[config.mk]
export PLATFORM = sky130hd
export DESIGN_NAME = sat_counter
export DESIGN_NICKNAME = d
export VERILOG_FILES = /design/src/rtl/sat_counter.sv
export SDC_FILE = /design/constraint.sdc
export NUM_CORES = 1
export LEC_CHECK = 0
export CORE_MARGIN = 2
export CORE_UTILIZATION = 40
export CTS_CLUSTER_DIAMETER = 120
export DETAILED_ROUTE_END_ITERATION = 8
export PLACE_DENSITY_LB_ADDON = 0.12
export REMOVE_ABC_BUFFERS = 1
export SLEW_MARGIN = 10
export SYNTH_ARGS = -nofsm -noshare
export SYNTH_HDL_FRONTEND = slang
export SYNTH_SLANG_ARGS = --single-unit
[constraint.sdc]
create_clock -name clk -period 3.1 [get_ports clk]
set_input_delay 0.31 -clock clk [delete_from_list [all_inputs] [get_ports clk]]
set_output_delay 0.31 -clock clk [all_outputs]
set_load 0.01 [all_outputs]
[src/rtl/sat_counter.sv]
// Up-counter that sticks at all-ones; clear wins over increment.
module sat_counter #(
   parameter int WIDTH = 16
) (
   input  logic             clk,
   input  logic             i_rst,
   input  logic             inc_i,
   input  logic             clr_i,
   output logic [WIDTH-1:0] cnt_o
);
   logic [WIDTH-1:0] cnt_q, cnt_d;

   always_comb begin
      cnt_d = cnt_q;
      if (clr_i)
         cnt_d = '0;
      else if (inc_i && (cnt_q != {WIDTH{1'b1}}))
         cnt_d = cnt_q + 1'b1;
   end

   always_ff @(posedge clk or posedge i_rst) begin
      if (i_rst) cnt_q <= '0;
      else       cnt_q <= cnt_d;
   end

   assign cnt_o = cnt_q;
endmodule

==> qor.yml <==
critical_path:
  crit_fanout: 7
  start_kind: "flip-flop"
  cp.required_ns: 3.29
  crit_path_end_kind: "flip-flop"
  arrival_ns: 2.24
  r2r_end: "cnt_o[0]"
  worstRegToRegCells: 4
  timing.rr.start: "cnt_o[11]"
  r2r_slack_ns: 1.04
  crit_type: "reg -> reg"
die:
  die_x_um: 52.28
  die_h_um: 52.28
  ios: 20
  rows: 17
  core_um2: 2212
  dieArea_um2: 2733
  initial_core_util: 0.4214
flow_run:
  cap_violations: 0
finish:
  regArea_um2: 400.4
  syn2layout_area_growth_pct: 23.89
  largest_reg_flops: 16
  fin_util: 0.5221
  fill_cells: 220
  multi_input_area_um2: 495.5
  n_antenna_cell: 0
  drive_gt1_frac: 0.07563
  nNetsFinal: 126
sta:
  finalHoldViolations: 0
  max-slew-margin-rel: 0.5158
  fmax_mhz: 486.4
  final-setup-viol-count: 0
  hold_slack_ns: 0.3811
  fin_crit_ns: 2.056
  report.final.slew_viol_count: 0
  tightest_slew_ns: 0.7197
  fin_skew_ns: 0.003863
  setup_ws_ns: 1.044
  grt_setup_unrepaired: "false"
  fin_setup_tns_ns: 0
  fin_crit_sh: 0.6632
synth:
  async_flop_share: 1.000
  synth_cell_type_count: 29
  yosysWarnings: 0
  ys_seq_area_frac: 0.4295
  netlist_instances: 101
  synthFlopType: "dfrtp_1"
  syn_area_per_cell_um2: 9.229
  synth_edf_count: 0
  syn_area_um2: 932.1
  ys_ff_latch: 16
cts:
  cts_tree: "done"
  clk_pin_slew_ns: 0.10
  ctsHoldBuffers: 0
  cts_buffer_depth: 2
  root_buffer: "clkbuf_4"
  htreeDepth: 1
  clkLatencyLatePin_ns: 0.29
  numCtsBuffers: 3
  numClockSinks: 16
  postCtsSetupBuffers: 0
  cts_resized: 0
placement:
  numPortBuffers: 19
  globalplace.congestion: 0.7794
  dpl_worst_slack_ns: 0.8220
  dp_hpwl_um: 1521
detailed_routing:
  routed_wl_um: 2134
  vias_per_cell: 5.912
  drtIter0Drc: 25
  dr.pass1.iters: 4
  num_vias: 869
  wl_per_cell_um: 14.52
  postRouteAntennaNets: 0
  drcViolationCount: 0
power_and_ir_drop:
  p_per_area_nw_per_um2: 309.6
  power_frac_seq: 0.601
  leakagePower_nw: 0.4051
  p_int_mw: 0.2688
  ir_drop_mv: 0.1888
  clkPwrFrac: 0.320
  power_switching_mw: 0.08875
  sw_frac_of_total: 0.2482
  p_comb_frac: 0.079
  total_power_mw: 0.3576
global_routing:
  grt_max_degree: 20
  gr-total-overflow: 0
  grt_pass1_vias: 762
  grt_pass1_wl_um: 3622
  antenna_found_initial: 0
  grt_util_all_layers: 0.1828
outcome:
  outcome: "completed"
min_path:
  hp-class: "in -> async"
## stage by stage
step           instance area, um2  instances
6_report                     1155        147
4_1_cts                      1155        147
5_1_grt                      1155        147
3_3_place_gp                 1132        144
2_1_floorplan               907.1         97
3_5_place_dp                 1132        144
## metal layers
metal / wire length (um) / global-route usage
met3: 85 / 0.06286
met1: 1005 / 0.2312
met5: 0 / 0
met2: 1020 / 0.2954
met4: 22 / 0.05128
## synth_stat cells, types with 2 or more instances
cell | instances | area, um2
nor3_1 | 4 | 20.02
nand4_1 | 4 | 25.02
nor4_1 | 3 | 18.77
nand2b_1 | 2 | 12.51
or4_1 | 6 | 45.04
o21ai_0 | 5 | 25.02
o41ai_1 | 2 | 17.52
mux2_2 | 2 | 22.52
inv_1 | 3 | 11.26
nor2b_1 | 3 | 18.77
o31ai_1 | 5 | 37.54
or3_1 | 6 | 37.54
nand2_1 | 6 | 22.52
a21oi_1 | 12 | 60.06
nor2_1 | 3 | 11.26
nand3_1 | 7 | 35.03
dfrtp_1 | 16 | 400.4
## worst max-delay path by stage
stage | startpoint | end | slack, ns | cells past startpoint
after CTS | cnt_o[11] | cnt_o[0] | 1.04 | 4
after global routing | cnt_o[0] | cnt_o[0] | 0.94 | 5
after floorplan | cnt_o[7] | cnt_o[13] | 1.31 | 4
after detailed placement | inc_i | cnt_o[13] | 0.82 | 5
after global placement | inc_i | cnt_o[13] | 0.88 | 5
final | cnt_o[11] | cnt_o[0] | 1.04 | 4
## power groups by stage
| stage | Sequential [mW] | Clock (mW) | Combinational, mW |
|---|---|---|---|
| CTS | 0.215 | 0.120 | 0.0291 |
| global placement | 0.219 | 0 | 0.0281 |
| global route | 0.215 | 0.128 | 0.0316 |
| detailed placement | 0.219 | 0 | 0.0291 |
| floorplan | 0.219 | 0 | 0.0113 |
| finish | 0.215 | 0.114 | 0.0283 |
## cell type report
| type | count | share of cell area |
|---|---|---|
| multi-input combinational | 78 | 0.4290 |
| clock buffer | 3 | 0.01950 |
| inverter | 3 | 0.009751 |
| tap | 28 | 0.03034 |
| timing repair buffer | 19 | 0.1647 |
| sequential | 16 | 0.3467 |
## cell usage in the layout, fill, tap and decap left out
cell | synthesis | routed
clkbuf_4 | 0 | 3
clkdlybuf4s50_1 | 0 | 19
or4_1 | 6 | 6
mux2i_1 | 1 | 1
mux2_2 | 2 | 2
nand2b_1 | 2 | 2
or3_1 | 6 | 6
nor4_1 | 3 | 3
nor2b_1 | 3 | 3
nand4_4 | 1 | 1
nand4_1 | 4 | 4
nor3_1 | 4 | 4
or4_2 | 1 | 1
or3_2 | 1 | 1
a31oi_1 | 1 | 1
o21ai_0 | 5 | 5
nor2_1 | 3 | 3
nand2_1 | 6 | 6
or4_4 | 1 | 1
and4_1 | 1 | 1
inv_1 | 3 | 3
o31ai_1 | 5 | 5
nand3_1 | 7 | 7
a21oi_1 | 12 | 12
dfrtp_1 | 16 | 16
o41ai_1 | 2 | 2
ha_1 | 1 | 1
## cells by family (layout without fill, tap and decap cells)
kind of cell | after synthesis | after routing | synth area share
adders and majority gates | 1 | 1 | 0.01342
and+or+nand+nor | 49 | 49 | 0.3262
buffers and inverters | 7 | 25 | 0.03892
DFF | 16 | 16 | 0.4295
muxes | 3 | 3 | 0.03490
AOI/OAI and AO/OA | 25 | 25 | 0.1571
## worst max-delay path, stage by stage (launching register included)
cell and delay [ns]:
dfrtp_1 0.46, nand4_1 0.27, nor4_1 0.72, nor2b_1 0.18
mux2_2 0.32
Power figures use the tool's default switching activity.
